===== config.mk =====
export PLATFORM = sky130hd
export DESIGN_NAME = bus_frame_tx
export DESIGN_NICKNAME = d
export VERILOG_FILES = /design/src/rtl/bus_frame_tx.sv
export SDC_FILE = /design/constraint.sdc
export NUM_CORES = 1
export LEC_CHECK = 0
export ABC_AREA = 1
export ABC_CLOCK_PERIOD_IN_PS = 8000
export CAP_MARGIN = 20
export CORE_MARGIN = 3
export CORE_UTILIZATION = 42
export DETAILED_ROUTE_END_ITERATION = 10
export PLACE_DENSITY_LB_ADDON = 0.12
export SLEW_MARGIN = 40
export SYNTH_ARGS = -nofsm -noshare
export SYNTH_HDL_FRONTEND = slang
export SYNTH_SLANG_ARGS = --single-unit

===== constraint.sdc =====
create_clock -name clk -period 8 [get_ports clk]
set_clock_uncertainty 0.1 [all_clocks]
set_input_delay 1.6 -clock clk [delete_from_list [all_inputs] [get_ports clk]]
set_output_delay 1.6 -clock clk [all_outputs]
set_load 0.02 [all_outputs]

===== src/rtl/bus_frame_tx.sv =====
// -----------------------------------------------------------------------------
// bus_frame_tx
//
// Serial bus-frame transmitter. Requests {cmd, addr, data} are queued in a
// small FIFO and sent MSB first on a single line as:
//   start(0) | cmd | addr | data | parity | stop(1) | optional idle-high gap
// Each bit is held for CLK_DIV clocks. With no gap, a queued frame starts on
// the clock right after the previous stop bit, so frames can run back to back.
//
// Ports
//   clk           clock
//   rst_n         asynchronous active-low reset
//   req_valid_i   request valid; a push happens when req_ready_o is also high
//   req_ready_o   FIFO not full
//   req_cmd_i     command field
//   req_addr_i    address field
//   req_data_i    data field
//   tx_en_i       permits starting new frames (checked only at a frame start)
//   tx_o          serial line, idles high
//   busy_o        high from frame pop through the stop bit and any gap bits
//   frame_done_o  one-clock pulse in the last clock of the stop bit
//   fifo_level_o  FIFO occupancy
//
// FSM states
//   state    | meaning
//   ---------+------------------------------------------------------------
//   S_IDLE   | line high, waiting for a queued request and tx_en_i
//   S_START  | start bit (0)
//   S_CMD    | command bits, MSB first
//   S_ADDR   | address bits, MSB first
//   S_DATA   | data bits, MSB first
//   S_PARITY | parity over {cmd, addr, data}
//   S_STOP   | stop bit (1); frame_done_o in its last clock
//   S_GAP    | idle-high gap of GAP_BITS bit periods
// -----------------------------------------------------------------------------
module bus_frame_tx #(
    parameter int ADDR_WIDTH = 14,
    parameter int DATA_WIDTH = 8,
    parameter int CMD_WIDTH  = 2,
    parameter int CLK_DIV    = 4,
    parameter int FIFO_DEPTH = 4,
    parameter int PARITY_ODD = 0,
    parameter int GAP_BITS   = 0
) (
    input  logic                              clk,
    input  logic                              rst_n,
    input  logic                              req_valid_i,
    output logic                              req_ready_o,
    input  logic [CMD_WIDTH-1:0]              req_cmd_i,
    input  logic [ADDR_WIDTH-1:0]             req_addr_i,
    input  logic [DATA_WIDTH-1:0]             req_data_i,
    input  logic                              tx_en_i,
    output logic                              tx_o,
    output logic                              busy_o,
    output logic                              frame_done_o,
    output logic [$clog2(FIFO_DEPTH+1)-1:0]   fifo_level_o
);

    localparam int FRAME_WIDTH   = CMD_WIDTH + ADDR_WIDTH + DATA_WIDTH + 3;
    localparam int PAYLOAD_WIDTH = CMD_WIDTH + ADDR_WIDTH + DATA_WIDTH;
    // The start bit is driven directly on load; the register holds the rest.
    localparam int SHIFT_WIDTH   = FRAME_WIDTH - 1;
    localparam int LEVEL_WIDTH   = $clog2(FIFO_DEPTH + 1);
    localparam int PTR_WIDTH     = $clog2(FIFO_DEPTH);
    localparam int DIV_WIDTH     = (CLK_DIV > 1) ? $clog2(CLK_DIV) : 1;

    localparam int MAX_CA        = (CMD_WIDTH > ADDR_WIDTH) ? CMD_WIDTH : ADDR_WIDTH;
    localparam int MAX_CAD       = (MAX_CA > DATA_WIDTH) ? MAX_CA : DATA_WIDTH;
    localparam int MAX_FIELD     = (MAX_CAD > GAP_BITS) ? MAX_CAD : GAP_BITS;
    localparam int CNT_WIDTH     = (MAX_FIELD > 1) ? $clog2(MAX_FIELD) : 1;

    localparam logic [DIV_WIDTH-1:0] DIV_LOAD  = DIV_WIDTH'(CLK_DIV - 1);
    localparam logic [CNT_WIDTH-1:0] CMD_LOAD  = CNT_WIDTH'(CMD_WIDTH - 1);
    localparam logic [CNT_WIDTH-1:0] ADDR_LOAD = CNT_WIDTH'(ADDR_WIDTH - 1);
    localparam logic [CNT_WIDTH-1:0] DATA_LOAD = CNT_WIDTH'(DATA_WIDTH - 1);
    localparam logic [CNT_WIDTH-1:0] GAP_LOAD  = CNT_WIDTH'((GAP_BITS > 0) ? GAP_BITS - 1 : 0);

    localparam logic [2:0] S_IDLE   = 3'd0;
    localparam logic [2:0] S_START  = 3'd1;
    localparam logic [2:0] S_CMD    = 3'd2;
    localparam logic [2:0] S_ADDR   = 3'd3;
    localparam logic [2:0] S_DATA   = 3'd4;
    localparam logic [2:0] S_PARITY = 3'd5;
    localparam logic [2:0] S_STOP   = 3'd6;
    localparam logic [2:0] S_GAP    = 3'd7;

    // ---------------------------------------------------------------- FIFO
    logic [PAYLOAD_WIDTH-1:0] fifo_mem [FIFO_DEPTH];
    logic [PTR_WIDTH-1:0]     wr_ptr;
    logic [PTR_WIDTH-1:0]     rd_ptr;
    logic [LEVEL_WIDTH-1:0]   fifo_level;
    logic                     fifo_full;
    logic                     fifo_empty;
    logic                     push;
    logic                     pop;
    logic [PAYLOAD_WIDTH-1:0] head;
    logic                     head_parity;

    assign fifo_full    = (fifo_level == LEVEL_WIDTH'(FIFO_DEPTH));
    assign fifo_empty   = (fifo_level == '0);
    assign req_ready_o  = !fifo_full;
    assign fifo_level_o = fifo_level;
    // Ready depends only on full, so a pop in the same cycle never frees a slot.
    assign push         = req_valid_i && !fifo_full;
    assign head         = fifo_mem[rd_ptr];
    assign head_parity  = (^head) ^ (PARITY_ODD != 0);

    always_ff @(posedge clk) begin
        if (push) begin
            fifo_mem[wr_ptr] <= {req_cmd_i, req_addr_i, req_data_i};
        end
    end

    always_ff @(posedge clk or negedge rst_n) begin
        if (!rst_n) begin
            wr_ptr     <= '0;
            rd_ptr     <= '0;
            fifo_level <= '0;
        end else begin
            if (push) begin
                wr_ptr <= wr_ptr + PTR_WIDTH'(1);
            end
            if (pop) begin
                rd_ptr <= rd_ptr + PTR_WIDTH'(1);
            end
            case ({push, pop})
                2'b10:   fifo_level <= fifo_level + LEVEL_WIDTH'(1);
                2'b01:   fifo_level <= fifo_level - LEVEL_WIDTH'(1);
                default: fifo_level <= fifo_level;
            endcase
        end
    end

    // ---------------------------------------------------------- serialiser
    logic [2:0]             state;
    logic [DIV_WIDTH-1:0]   div_cnt;
    logic [CNT_WIDTH-1:0]   bit_cnt;
    logic [SHIFT_WIDTH-1:0] shreg;
    logic                   bit_end;
    logic                   field_end;
    logic                   tail_end;
    logic                   start_frame;

    assign bit_end   = (div_cnt == '0);
    assign field_end = bit_end && (bit_cnt == '0);
    // Last clock of the frame (stop bit when there is no gap, else the gap):
    // a new frame may be launched here so no idle clock is inserted.
    assign tail_end  = field_end &&
                       (((state == S_STOP) && (GAP_BITS == 0)) || (state == S_GAP));
    assign start_frame = !fifo_empty && tx_en_i && ((state == S_IDLE) || tail_end);
    assign pop         = start_frame;

    assign busy_o       = (state != S_IDLE);
    assign frame_done_o = (state == S_STOP) && bit_end;

    always_ff @(posedge clk or negedge rst_n) begin
        if (!rst_n) begin
            state   <= S_IDLE;
            div_cnt <= '0;
            bit_cnt <= '0;
            shreg   <= '1;
            tx_o    <= 1'b1;
        end else if (start_frame) begin
            state   <= S_START;
            div_cnt <= DIV_LOAD;
            bit_cnt <= '0;
            shreg   <= {head, head_parity, 1'b1};
            tx_o    <= 1'b0;
        end else if (state != S_IDLE) begin
            if (!bit_end) begin
                div_cnt <= div_cnt - DIV_WIDTH'(1);
            end else begin
                div_cnt <= DIV_LOAD;
                // Ones are shifted in, so once the stop bit has gone out the
                // line naturally stays high through the gap and into idle.
                tx_o    <= shreg[SHIFT_WIDTH-1];
                shreg   <= {shreg[SHIFT_WIDTH-2:0], 1'b1};
                if (bit_cnt != '0) begin
                    bit_cnt <= bit_cnt - CNT_WIDTH'(1);
                end else begin
                    case (state)
                        S_START: begin
                            state   <= S_CMD;
                            bit_cnt <= CMD_LOAD;
                        end
                        S_CMD: begin
                            state   <= S_ADDR;
                            bit_cnt <= ADDR_LOAD;
                        end
                        S_ADDR: begin
                            state   <= S_DATA;
                            bit_cnt <= DATA_LOAD;
                        end
                        S_DATA: begin
                            state   <= S_PARITY;
                            bit_cnt <= '0;
                        end
                        S_PARITY: begin
                            state   <= S_STOP;
                            bit_cnt <= '0;
                        end
                        S_STOP: begin
                            if (GAP_BITS > 0) begin
                                state   <= S_GAP;
                                bit_cnt <= GAP_LOAD;
                            end else begin
                                state   <= S_IDLE;
                                bit_cnt <= '0;
                            end
                        end
                        default: begin
                            state   <= S_IDLE;
                            bit_cnt <= '0;
                        end
                    endcase
                end
            end
        end
    end

endmodule


Yosys cells after proc, flatten, opt, wreduce, memory -nomap -nowiden
Memory sizes are Yosys's and may differ from the RTL's.
Index checks and enable logic that the tools add are counted.
{ "op_classes": {"addsub": 6, "mux": 22, "n_eq_ne": 11, "reduce_logical": 22} }
{ "ops": {"columns": ["cell", "n"], "rows": [
  ["$mux W26", 3],
  ["$reduce_xor A24 Y1", 1],
  ["$mux W4", 4],
  ["$eq A3 B3 Y1 const B", 5],
  ["$pmux W3 S5", 1],
  ["$mux W3", 4],
  ["$pmux W4 S3", 1],
  ["$eq A3 B2 Y1 const B", 2],
  ["$logic_and A1 B1 Y1", 6],
  ["$logic_not A3 Y1", 2],
  ["$mux W2", 3],
  ["$pmux W3 S2", 1],
  ["$reduce_bool A2 Y1", 3],
  ["$mux W1", 5],
  ["$add A2 B1 Y2 const B", 2],
  ["$logic_not A4 Y1", 1],
  ["$reduce_bool A4 Y1", 1],
  ["$sub A4 B1 Y4 const B", 1],
  ["$add A3 B1 Y3 const B", 1],
  ["$eq A3 B1 Y1 const B", 1],
  ["$reduce_and A3 Y1", 1],
  ["$reduce_bool A3 Y1", 1],
  ["$sub A3 B1 Y3 const B", 1],
  ["$eq A2 B1 Y1 const B", 1],
  ["7 further kinds", 9]
]} }
{ "totals": {"out_inout_bits": 7, "elab_cells": 70, "input_bits": 28, "mem_count": 1, "reg_bits": 43, "mem_bits_rw": 96} }
{ "mem_list": {"columns": ["memory", "words", "word_bits", "rd", "rd_ports_with_merged_regs", "write_ports", "line", "text"], "rows": [
  ["fifo_mem", 4, 24, 1, 0, 1, "88", "logic [PAYLOAD_WIDTH-1:0] fifo_mem [FIFO_DEPTH];"]
]} }

Logic depth before layout (Yosys ltp)
Gate-level depths: netlist of run 1.
{ "logic_depth": {"word_depth": 7, "depth_mapped": 19} }

Worst setup path after synthesis of run 1
OpenSTA, ideal clock, no wires.
{ "synth_path": {"path_type": "input to register", "start": "input tx_en_i", "end": "register fifo_level[2], in the netlist fifo_level_o[2]", "required_ps": 7769, "setup_time_ps": 131, "path_slack_ps": 4674, "n_path_buf": 1, "stages": 11, "arrival_ps": 3096, "path_cell_list": "o31ai_1 > inv_1 > nand2_1 > inv_1 > buf_2 > ha_1 > inv_1 > fa_1 > a21oi_1 > o21ai_0 > xnor2_1"} }
{ "synth_via": {"elab_chain_len": 4, "word_cells_on_any_way": 6, "cone_classes": "2 x eq/ne; 1 x mux; 3 x reduce/logical"} }
{ "synth_lines": {"columns": ["item", "line", "text"], "rows": [
  ["start, declared", "52", "input logic tx_en_i,"],
  ["$logic_and A1 B1 Y1 (*) (2 in series)", "150", "assign start_frame = !fifo_empty && tx_en_i && ((state == S_IDLE) || tail_end);"],
  ["$eq A2 B1 Y1 or $eq A2 B2 Y1 (tied branches)", "126", "case ({push, pop})"],
  ["$pmux W3 S2 or $reduce_bool A2 Y1 (tied branches)", null, null],
  ["end signal, assigned", "127", "2'b10: fifo_level <= fifo_level + LEVEL_WIDTH'(1);"],
  ["end signal, assigned", "128", "2'b01: fifo_level <= fifo_level - LEVEL_WIDTH'(1);"],
  ["end signal, assigned", "129", "default: fifo_level <= fifo_level;"],
  ["end, declared", "91", "logic [LEVEL_WIDTH-1:0] fifo_level;"]
]} }
Mark *: on every way between the ends. The rest lies on a longest branch, timed or not.
A chain may end at the register's enable or synchronous reset.

Worst setup path in the final report of run 1
Same ends and word-level chain as after synthesis.

==> impl_results.md, run 1 <==
- Power Density: 272 nW/µm²
- FP Rows: 44
- Startpoint Class: primary input
- Root buffer cell: clkbuf_16
- Net Count, Synth: 706
- Number of DRC markers in iteration 0: approximately 240
- Crit-path max cell delay: ~630 ps
- Crit path required time: 8200 ps
- Count of final setup violators: 0
- GP Congestion: ~0.85
- CTS tree: done
- Core footprint: roughly 15000 µm²
- Cts bufs inserted: 17
- Largest net degree at the start of global routing: 58
- Fin. max-slew vios: 0
- Initial core utilization: about 44%
- Max transition margin: 51.5%
- Final nets: around 740
- Tcrit/Tclk final: a little over 50%
- Gate Count Post-Synth: 670
- TritonRoute pass-1 iters: 4
- Post-CTS Resized: 0
- Crit path buffers/inverters: 4
- Place WS: 3450 ps
- Layout cell share with drive strength beyond 1: 11.0%
- First-pass GRT wire length: 22.1 mm
- Via count: 4531
- WP data arrival: 4290 ps
- Synth unique cells: 30
- Residual DRC: 0
- Routed WL: 13.4 mm
- Max Buffers Root-to-Sink: 2
- Hold Violations, Final: 0
- Mapped cell area: 6400 µm²
- # fillers: roughly 1300
- Die ar.: about 17000 µm²
- CP max FO: 21
- Final setup margin: ~4000 ps
- Grt ovf: 0
- Post-DP HPWL: 8.62 mm
- RSZ-0062 raised after global routing: false
- Mapped Avg Cell Area: between 9 and 10 µm²
- Setup repair bufs after CTS: 0
- CTS sink cnt: 138
- Most used cell, CP: inv_1
- Static leakage: roughly 3.4 nW
- CP top delay family: buffers and inverters
- FF+latch count, synth: 138
- IO Pins: 35
- Die span in x: about 130 µm
- Area Growth Syn to Fin: 18.5%
- Critical path class: primary input to flop
- Outcome: completed
- Worst-skew pair later-pin latency: between 400 and 500 ps
- Number of port buffers: 34
- Via count of the first global-routing pass: between 4000 and 5000
- Nature of the critical path endpoint: flop
- Max Cap Violations: 0
- Hold crit path type: flop to flop
- Vert. Die Dim: 129 µm
- Minimum clock period: about 4100 ps
- Fmax: around 240 MHz
- Worst-margin pin slew: about 730 ps
- WL/cell: roughly 15 µm
- Number of warnings issued by yosys: 0
- Final setup TNS: 0 ps
- Worst IR Drop VDD: 0.142 mV
- Register area share after synthesis: just over 60%
- Tot GR Track Use: between 10% and 20%
- CTS hold repair buffers: 0
- Critical-path cell list: clkdlybuf4s50_1 > o31ai_1 > inv_1 > nand2_1 > inv_1 > ha_1 > inv_1 > fa_1 > a21oi_1 > o21ai_0 > xnor2_1
- Htree depth: 4
- Vias per cell: 5.02
- Antenna viol nets, final: 0
- Crit-path slowest cell: inv_1
- ANT cells: 0
- Antenna violations before repair: 0
- Clock transition at the registers of the reported paths: 60 ps
==> registers in the layout, indices dropped and copies added (netlist names), 2 cells and up <==
signal / cells
rd_ptr: 2
wr_ptr: 2
bit_cnt: 4
div_cnt: 2
state: 3
shreg: 25
fifo_level_o: 3
fifo_mem: 96
==> layout make-up <==
class	count	area (µm²)	area share, %
clock buffers	26	531	6.99
well taps	184	230	3.03
clock inverters	6	80.1	1.06
inverters	78	294	3.87
multi-input cells	430	2040	26.8
repair buffers	41	453	5.97
flip-flops and latches	138	3970	52.3
==> logic make-up (layout without fill, tap and decap cells) <==
| family | after synthesis | count (layout) | share of synthesized area (%) |
|---|---|---|---|
| AO/OA/AOI/OAI | 57 | 57 | 6.16 |
| XOR/XNOR | 8 | 8 | 1.33 |
| adder cells (fa/ha/maj) | 8 | 8 | 1.68 |
| buffers and inverters | 102 | 151 | 6.72 |
| flip-flops | 138 | 138 | 62.0 |
| AND/OR/NAND/NOR | 357 | 357 | 22.2 |
==> layout by cell type (no fill, tap or decap), drive strengths merged <==
cell type,count
nand3,56
o22ai,3
dfstp,26
o31ai,1
bufinv,2
clkinv,4
edfxtp,96
ha,7
a31oi,1
clkdlybuf4s50,33
o21ai,19
xor2,2
nor4,1
o221ai,23
inv,78
buf,8
nor3,1
nor2,20
xnor2,6
a21oi,7
fa,1
nand2,279
o211ai,3
clkbuf,26
dfrtp,16
==> per-layer routing <==
layer / wire length (µm) / up-vias / GRT usage (%)
li1: - / 2280 / -
met5: 0 / - / 0
met4: 210 / 0 / 6.85
met2: 6650 / 86 / 28.8
met1: 6030 / 2149 / 22.0
met3: 530 / 16 / 3.59
==> Yosys cell counts <==
cell / number / area share, %
o211ai_1: 3 / 0.35
o22ai_1: 3 / 0.29
o221ai_1: 23 / 3.1
inv_2: 6 / 0.35
buf_6: 3 / 0.53
ha_1: 7 / 1.4
nand2_2: 1 / 0.098
a21oi_1: 7 / 0.55
inv_1: 72 / 4.2
dfstp_2: 26 / 11
clkbuf_1: 3 / 0.18
xor2_1: 2 / 0.27
o21ai_2: 2 / 0.27
nand3_1: 56 / 4.4
o31ai_1: 1 / 0.12
buf_2: 17 / 1.3
nor3_1: 1 / 0.078
nor2_2: 1 / 0.098
edfxtp_1: 96 / 45
dfrtp_1: 16 / 6.3
nor2_1: 19 / 1.1
fa_1: 1 / 0.31
o21ai_0: 15 / 1.2
a31oi_1: 1 / 0.098
xnor2_2: 2 / 0.51
o21ai_1: 2 / 0.16
buf_4: 1 / 0.12
nor4_1: 1 / 0.098
nand2_1: 278 / 16
xnor2_1: 4 / 0.55
==> power breakdown <==
part | total [mW] | switching, mW | internal [mW] | leakage [nW]
Sequential | 0.919 | 0.0327 | 0.887 | 1.34
Combinational | 0.348 | 0.222 | 0.126 | 1.72
Clock | 0.797 | 0.280 | 0.517 | 0.303
Total | 2.06 | 0.535 | 1.53 | 3.36
==> worst min-delay path, delay by kind of cell (launching register included) <==
kind / cells / cell delay [ps]
and+or+nand+nor: 1 / 50
DFF: 1 / 370
AOI/OAI and AO/OA: 1 / 80
==> final timing paths <==
check                                       start  slack, ps  depth (start not counted)                     endpoint
max                                       tx_en_i       3910                         11  fifo_level_o[2]$_DFFE_PN0P_
min                              tx_o$_DFFE_PN1P_        410                          2             tx_o$_DFFE_PN1P_
max reg2reg                bit_cnt[0]$_DFFE_PN0P_       4410                         14  fifo_level_o[2]$_DFFE_PN0P_
min reg2reg                      tx_o$_DFFE_PN1P_        410                          2             tx_o$_DFFE_PN1P_
max in group asynchronous                   rst_n       6350                          1        shreg[24]$_DFFE_PN1P_
min in group asynchronous                   rst_n       1070                          1        wr_ptr[0]$_DFFE_PN0P_
==> stage by stage <==
| stage | utilization (%) | hold WS, ps | power, mW | instances | area, µm² |
|---|---|---|---|---|---|
| 3_3_place_gp | 46.8 | 385 | 1.25 | 866 | 6880 |
| 3_5_place_dp | 47.5 | 395 | 1.29 | 871 | 6980 |
| 6_report | 51.6 | 407 | 2.06 | 903 | 7590 |
| 5_1_grt | 51.6 | 432 | 2.16 | 903 | 7590 |
| 2_1_floorplan | - | 370 | 1.13 | 670 | 6400 |
| 4_1_cts | 51.6 | 408 | 2.09 | 903 | 7590 |
(Power assumes the default switching activity.)
==> run 2: changes to the inputs <==
--- a/config.mk
+++ b/config.mk
@@ -6,7 +6,7 @@
 export NUM_CORES = 1
 export LEC_CHECK = 0
 export ABC_AREA = 1
-export ABC_CLOCK_PERIOD_IN_PS = 8000
+export ABC_CLOCK_PERIOD_IN_PS = 3400
 export CAP_MARGIN = 20
 export CORE_MARGIN = 3
 export CORE_UTILIZATION = 42
==> constraint.sdc (replaced) <==
create_clock -name clk -period 3.4 [get_ports clk]
set_clock_uncertainty 0.1 [all_clocks]
set_input_delay 0.68 -clock clk [delete_from_list [all_inputs] [get_ports clk]]
set_output_delay 0.68 -clock clk [all_outputs]
set_load 0.02 [all_outputs]
==> run 2 against run 1 <==
  * Wire length fell by 1.4%
  * Flip-flop and latch count did not move
  * Sequential power rose by 140%
  * Highest routed layer unchanged
  * Sequential share of layout area rose by 0.67 points
  * Core utilization fell by 0.66 points
  * Via count fell by 0.46%
  * Global-route usage fell by 0.11 points
  * Design area fell by 1.3%
  * First-iteration DRC count rose by 8.6%
  * Die area did not move
  * Final cell count rose by 0.44%
  * Critical path depth fell by 6
==> impl_results.md, run 2 (synthesized netlist as in run 1, its figures left out) <==
- Layout cell share with drive strength beyond 1: 10.8% (-0.20 points)
- Setup repair bufs after CTS: 0 (unchanged)
- Number of port buffers: 34 (unchanged)
- Nature of the critical path endpoint: primary output
- Core footprint: 14700 µm² (unchanged)
- Fmax: 370 MHz
- Sequential power share: 46.0% (+1.5 points)
- ANT cells: 0 (unchanged)
- Commonest cells after routing, fill and taps aside: nand2_1 (278), edfxtp_1 (96), inv_1 (72)
- RSZ-0062 raised after global routing: false
- Switching Fraction: 26.1% (+0.17 points)
- Max Cap Violations: 0 (unchanged)
- Static leakage: 3.33 nW (-0.97%)
- Top layer used by detailed routing: met4
- Post-layout power: 4.70 mW (+130%)
- Top flop regs: fifo_mem: 96 flops, shreg: 25 flops, bit_cnt: 4 flops
- Count of final setup violators: 0 (unchanged)
- Outcome: completed
- FP Rows: 44 (unchanged)
- Crit-path slowest cell: clkdlybuf4s50_1
- Place WS: 579 ps (-2870 ps)
- Area of the multi-input gates: 2020 µm² (-0.98%)
- Minimum clock period: 2710 ps
- Register with the most flip-flops: fifo_mem
- Worst hold margin: 144 ps (-263 ps)
- Critical-path cell list: inv_1 > ha_1 > nand3_1 > nor2_1 > clkdlybuf4s50_1
- Final setup TNS: 0 ps (unchanged)
- Worst-skew pair later-pin latency: 420 ps (about the same)
- Layout Cells excl Fill: 907 (+0.44%)
- First-pass GRT wire length: 21.8 mm (-1.5%)
- Die ar.: 16800 µm² (unchanged)
- Antenna viol nets, final: 0 (unchanged)
- GP Congestion: 0.803 (-6.0%)
- Worst IR Drop VDD: 0.462 mV (+220%)
- Crit path required time: 2620 ps (-5580 ps)
- Combinational Power Share: 16.0% (-0.9 points)
- TritonRoute pass-1 iters: 5 (+1)
- Number of DRC markers in iteration 0: 265 (+8.6%)
- Crit-path max cell delay: 600 ps (-30 ps)
- Die span in x: 129 µm (unchanged)
- Largest net degree at the start of global routing: 58 (unchanged)
- Antenna violations before repair: 0 (unchanged)
- M1 wire length: 6.15 mm (+1.9%)
- Routed WL: 13.2 mm (-1.4%)
- WL/cell: 14.6 µm (-1.8%)
- Tot GR Track Use: 17.1% (-0.11 points)
- Max transition margin: 60.0% (+8.5 points)
- Clock group share of total power: 38.0% (-0.6 points)
- Hold crit path type: primary input to asynchronous set/reset pin
- Final nets: 746 (+0.54%)
- Hold Violations, Final: 0 (unchanged)
- Tcrit/Tclk final: about four fifths
- Startpoint Class: flop
- Cts bufs inserted: 17 (unchanged)
- CTS hold repair buffers: 0 (unchanged)
- Vert. Die Dim: 129 µm (unchanged)
- Via count: 4510 (-0.46%)
- Final setup margin: 695 ps (-3210 ps)
- Sw power: 1.22 mW (+130%)
- Vias per cell: 4.97 (-0.90%)
- Max Buffers Root-to-Sink: 2 (unchanged)
- Initial core utilization: 43.6% (unchanged)
- Area Growth Syn to Fin: 17.0%
- Internal power: 3.47 mW (+130%)
- Htree depth: 4 (unchanged)
- Register Area: 3970 µm² (unchanged)
- Via count of the first global-routing pass: 4296 (-2.0%)
- Critical path class: flop to primary output
- Fin. max-slew vios: 0 (unchanged)
- CTS tree: done
- Grt ovf: 0 (unchanged)
- Power Density: 627 nW/µm² (+130%)
- Most common cell after layout, fill and taps aside: nand2_1
- CTS sink cnt: 138 (unchanged)
- WP data arrival: 1930 ps (-2360 ps)
- CP max FO: 4 (-81%)
- Post-CTS Resized: 0 (unchanged)
- Routed wl met2: 6.40 mm (-3.8%)
- Max reg flops: 96 (unchanged)
- WL met3: 534 µm (+0.75%)
- Root buffer cell: clkbuf_16
- Post-DP HPWL: 8.16 mm (-5.3%)
- # fillers: 1291 (+0.078%)
- IO Pins: 35 (unchanged)
- Residual DRC: 0 (unchanged)
- Inst Count DP: 875 (+0.46%)
- Worst-margin pin slew: 600 ps (-126 ps)
- Clock transition at the registers of the reported paths: 50 ps (about the same)
[run 2: cell types whose count changed in the layout (fill, tap and decap cells not counted)]
| cell | previous run | this run |
|---|---|---|
| buf_8 | 3 | 0 |
| buf_4 | 3 | 12 |
| clkbuf_16 | 18 | 17 |
| nor2_2 | 1 | 5 |
| inv_1 | 71 | 72 |
| clkinv_1 | 1 | 4 |
| clkinvlp_4 | 0 | 1 |
| nor2_4 | 4 | 0 |
| buf_16 | 2 | 0 |
| inv_4 | 1 | 0 |
| clkbuf_1 | 3 | 4 |
| bufinv_16 | 2 | 3 |
| clkbuf_8 | 5 | 0 |
[run 2: worst max-delay path, delay by kind of cell, from the launching register on]
kind	cells	cell delay [ps]
AND/OR/NAND/NOR	2	230
buffers and inverters	2	690
adder cells (fa/ha/maj)	1	240
flip-flops	1	360
[run 2: final cells by class]
| class | instances | area share [%] |
|---|---|---|
| well taps | 184 | 3.07 |
| inverters | 78 | 3.91 |
| repair buffers | 45 | 5.61 |
| flip-flops and latches | 138 | 52.9 |
| multi-input cells | 430 | 26.9 |
| clock inverters | 11 | 1.70 |
| clock buffers | 21 | 5.88 |
[run 2: final timing paths]
check / startpoint / endpoint / slack (ps) / cells after the start
max reg2reg: bit_cnt[0]$_DFFE_PN0P_ / fifo_level_o[2]$_DFFE_PN0P_ / 880 / 14
min in group clk: tx_o$_DFFE_PN1P_ / tx_o$_DFFE_PN1P_ / 410 / 2
min reg2reg: tx_o$_DFFE_PN1P_ / tx_o$_DFFE_PN1P_ / 410 / 2
max in group asynchronous: rst_n / shreg[7]$_DFFE_PN1P_ / 2670 / 1
min: rst_n / fifo_level_o[2]$_DFFE_PN0P_ / 140 / 1
max: div_cnt[0]$_DFFE_PN0P_ / frame_done_o / 690 / 5
[run 2: metrics by stage]
stage / cell area [µm²] / utilization (%)
detailed placement: 6930 / 47.1
global route: 7490 / 51.0
finish: 7490 / 51.0
CTS: 7490 / 51.0
global placement: 6920 / 47.1
floorplan: 6400 / -
[run 2: per-layer routing]
layer  vias to the layer above  global-route usage, %
li1                       2281                      -
met1                      2132                   22.0
met2                        81                   28.2
met3                        16                   4.91
met4                         0                   5.38
met5                         -                      0
[run 2: power groups by stage]
stage / combinational [mW] / clock (mW) / sequential [mW]
detailed placement: 0.765 / 0 / 2.20
finish: 0.751 / 1.78 / 2.16
floorplan: 0.445 / 0 / 2.21
global route: 0.854 / 1.91 / 2.18
global placement: 0.743 / 0 / 2.19
CTS: 0.767 / 1.82 / 2.16
==> run 3: changes to the inputs <==
--- a/config.mk
+++ b/config.mk
@@ -6,7 +6,7 @@
 export NUM_CORES = 1
 export LEC_CHECK = 0
 export ABC_AREA = 1
-export ABC_CLOCK_PERIOD_IN_PS = 3400
+export ABC_CLOCK_PERIOD_IN_PS = 2400
 export CAP_MARGIN = 20
 export CORE_MARGIN = 3
 export CORE_UTILIZATION = 42
==> constraint.sdc (replaced) <==
create_clock -name clk -period 2.4 [get_ports clk]
set_clock_uncertainty 0.1 [all_clocks]
set_input_delay 0.48 -clock clk [delete_from_list [all_inputs] [get_ports clk]]
set_output_delay 0.48 -clock clk [all_outputs]
set_load 0.02 [all_outputs]
==> run 3 against run 2 <==
  * The flow now finishes with violations (negative hold slack)
  * Core utilization increased by 1.4 points
  * Sequential share of layout area fell by 1.4 points
  * Clock-buffer cell count shrank 4
  * Setup slack worse by 530 ps
  * Clock power up 36%
  * Global-route usage shrank 0.38 points
  * Non-clock buffer count grew 18
  * Total power is 41% higher
  * Flip-flop and latch count unchanged
  * Wire length decreased by 1.8%
  * Critical endpoint is now fifo_level_o[2]$_DFFE_PN0P_
  * Largest power group unchanged
==> impl_results.md, run 3 (synthesized netlist as in run 1, its figures left out) <==
- CTS tree: done
- Worst r2r src: bit_cnt[1]$_DFFE_PN0P_
- CTS hold repair buffers: 0 (unchanged)
- Met3 track demand over resource: 4.78% (-0.12 points)
- Register with the most flip-flops: fifo_mem
- Minimum clock period: 2240 ps
- Max reg flops: 96 (unchanged)
- Nature of the critical path endpoint: flop
- Worst-skew pair later-pin latency: 420 ps (about the same)
- Place WS: -3.04 ps (-582 ps)
- Cell area after layout: 7700 µm² (+2.8%)
- Outcome: finished, violations left
- Failing checks: negative hold slack
- Max Buffers Root-to-Sink: 2 (unchanged)
- Static leakage: 3.42 nW (+2.8%)
- Via count: 4501 (-0.20%)
- Residual DRC: 0 (unchanged)
- Register-to-Register Setup Slack: 160 ps (-720 ps)
- Most common cell after layout, fill and taps aside: nand2_1
- Root buffer cell: clkbuf_16
- Vert. Die Dim: 129 µm (unchanged)
- CTS sink cnt: 138 (unchanged)
- Worst R2R End: fifo_level_o[2]$_DFFE_PN0P_
- Top flop regs: fifo_mem: 96 flops, shreg: 25 flops, bit_cnt: 4 flops
- Core footprint: 14700 µm² (unchanged)
- IO Pins: 35 (unchanged)
- Placed cell area: 7120 µm² (+2.8%)
- Fin. max-slew vios: 0 (unchanged)
- Layout cell share with drive strength beyond 1: 14.7% (+3.9 points)
- Worst hold margin: -2.62 ps (-147 ps)
- Final nets: 764 (+2.4%)
- Met2 Use GR: 28.7% (+0.46 points)
- Tot GR Track Use: 16.7% (-0.38 points)
- Busiest grt layer: met2
- Power Density: 858 nW/µm² (+37%)
- Number of port buffers: 34 (unchanged)
- Tcrit/Tclk final: 93.3%
- Startpoint Class: flop
- Max transition margin: 53.5% (-6.5 points)
- Antenna violations before repair: 0 (unchanged)
- Die span in x: 129 µm (unchanged)
- Critical path class: flop to flop
- Number of DRC markers in iteration 0: 267 (+0.75%)
- Area Growth Syn to Fin: 20.3%
- Max Cap Violations: 0 (unchanged)
- Post-DP HPWL: 8.52 mm (+4.4%)
- Via count of the first global-routing pass: 4365 (+1.6%)
- Final setup margin: 161 ps (-534 ps)
- Hold Violations, Final: 2 (+2)
- ANT cells: 0 (unchanged)
- CP max FO: 2 (-2)
- Commonest cells after routing, fill and taps aside: nand2_1 (278), edfxtp_1 (96), inv_1 (70)
- Grt ovf: 0 (unchanged)
- Vias per cell: 4.87 (-2.1%)
- Crit path required time: 2600 ps (-20 ps)
- GR Layer Usage met1: 20.8% (-1.2 points)
- Die ar.: 16800 µm² (unchanged)
- Cts bufs inserted: 17 (unchanged)
- FP Rows: 44 (unchanged)
- Worst IR Drop VDD: 0.775 mV (+68%)
- Initial core utilization: 43.6% (unchanged)
- WP data arrival: 2440 ps (+510 ps)
- First-pass GRT wire length: 21.4 mm (-1.6%)
- Fmax: between 400 and 500 MHz
- Routed WL: 13.0 mm (-1.8%)
- Antenna viol nets, final: 0 (unchanged)
- WL/cell: 14.1 µm (-3.7%)
- Hold crit path type: primary input to asynchronous set/reset pin
- Htree depth: 4 (unchanged)
- Largest net degree at the start of global routing: 37 (-36%)
- Worst-margin pin slew: 698 ps (+97.6 ps)
- GP Congestion: 0.847 (+5.4%)
- TritonRoute pass-1 iters: 4 (-1)
- Count of final setup violators: 0 (unchanged)
- Worst-case reg-to-reg path depth: 14 (unchanged)
- Clock transition at the registers of the reported paths: 60 ps (about the same)
run 3: metrics by stage:
step | util, % | total power [mW] | std cells | setup TNS [ps]
detailed placement | 48.4 | 4.25 | 891 | -3.04
finish | 52.4 | 6.60 | 925 | 0
global placement | 48.4 | 4.20 | 891 | -8.35
floorplan | - | 3.76 | 670 | -20750
global route | 52.4 | 6.96 | 925 | -29.8
CTS | 52.2 | 6.68 | 923 | 0
run 3: worst max-delay path, stage by stage, from the launching register on:
cell     delay [ps]
dfrtp_1         390
inv_2            70
ha_2            170
nand2_1          80
nor2_2          100
inv_1            70
o21ai_2         120
nand2_1          80
inv_1            70
ha_1            130
inv_1            60
fa_2            350
a21oi_2         130
o21ai_1          80
xnor2_1         130
run 3: where the power goes:
group,total [mW],internal (mW),switching [mW]
registers,3.06,2.95,0.104
clock network,2.42,1.42,1.01
logic,1.12,0.409,0.712
total,6.60,4.78,1.82
run 3: how the worst max path moves through the flow:
| stage | startpoint | endpoint | slack (ps) | cells past startpoint |
|---|---|---|---|---|
| floorplan | fifo_level_o[0]$_DFFE_PN0P_ | fifo_mem[0][0]$_DFFE_PP_ | -210 | 4 |
| global placement | tx_en_i | fifo_level_o[2]$_DFFE_PN0P_ | -8 | 11 |
| detailed placement | tx_en_i | fifo_level_o[2]$_DFFE_PN0P_ | -3 | 11 |
| CTS | bit_cnt[0]$_DFFE_PN0P_ | fifo_level_o[2]$_DFFE_PN0P_ | 50 | 14 |
| global route | bit_cnt[0]$_DFFE_PN0P_ | fifo_level_o[2]$_DFFE_PN0P_ | -30 | 14 |
| finish | bit_cnt[1]$_DFFE_PN0P_ | fifo_level_o[2]$_DFFE_PN0P_ | 160 | 14 |
run 3: routing by layer:
layer  vias up  part of all wire [%]
li1       2323                     -
met1      2110                    44
met2        55                    51
met3        13                   3.5
met4         0                   1.2
met5         -                     0
run 3: area by class of cell:
class | count | area (µm²)
clock buffer | 17 | 425
timing repair buffer | 63 | 629
multi-input combinational | 430 | 2030
inverter | 78 | 293
clock inverter | 15 | 125
fill | 1273 | 7000
tap | 184 | 230
sequential | 138 | 3970
run 3: timing repair:
| action | 4_1_cts | 5_1_grt |
|---|---|---|
| pin swaps | 0 | 0 |
| gates resized for setup | 2 | 8 |
| setup buffers | 0 | 2 |
| endpoints found under the setup margin | 2 | 1 |
| hold endpoints to repair | 0 | 0 |
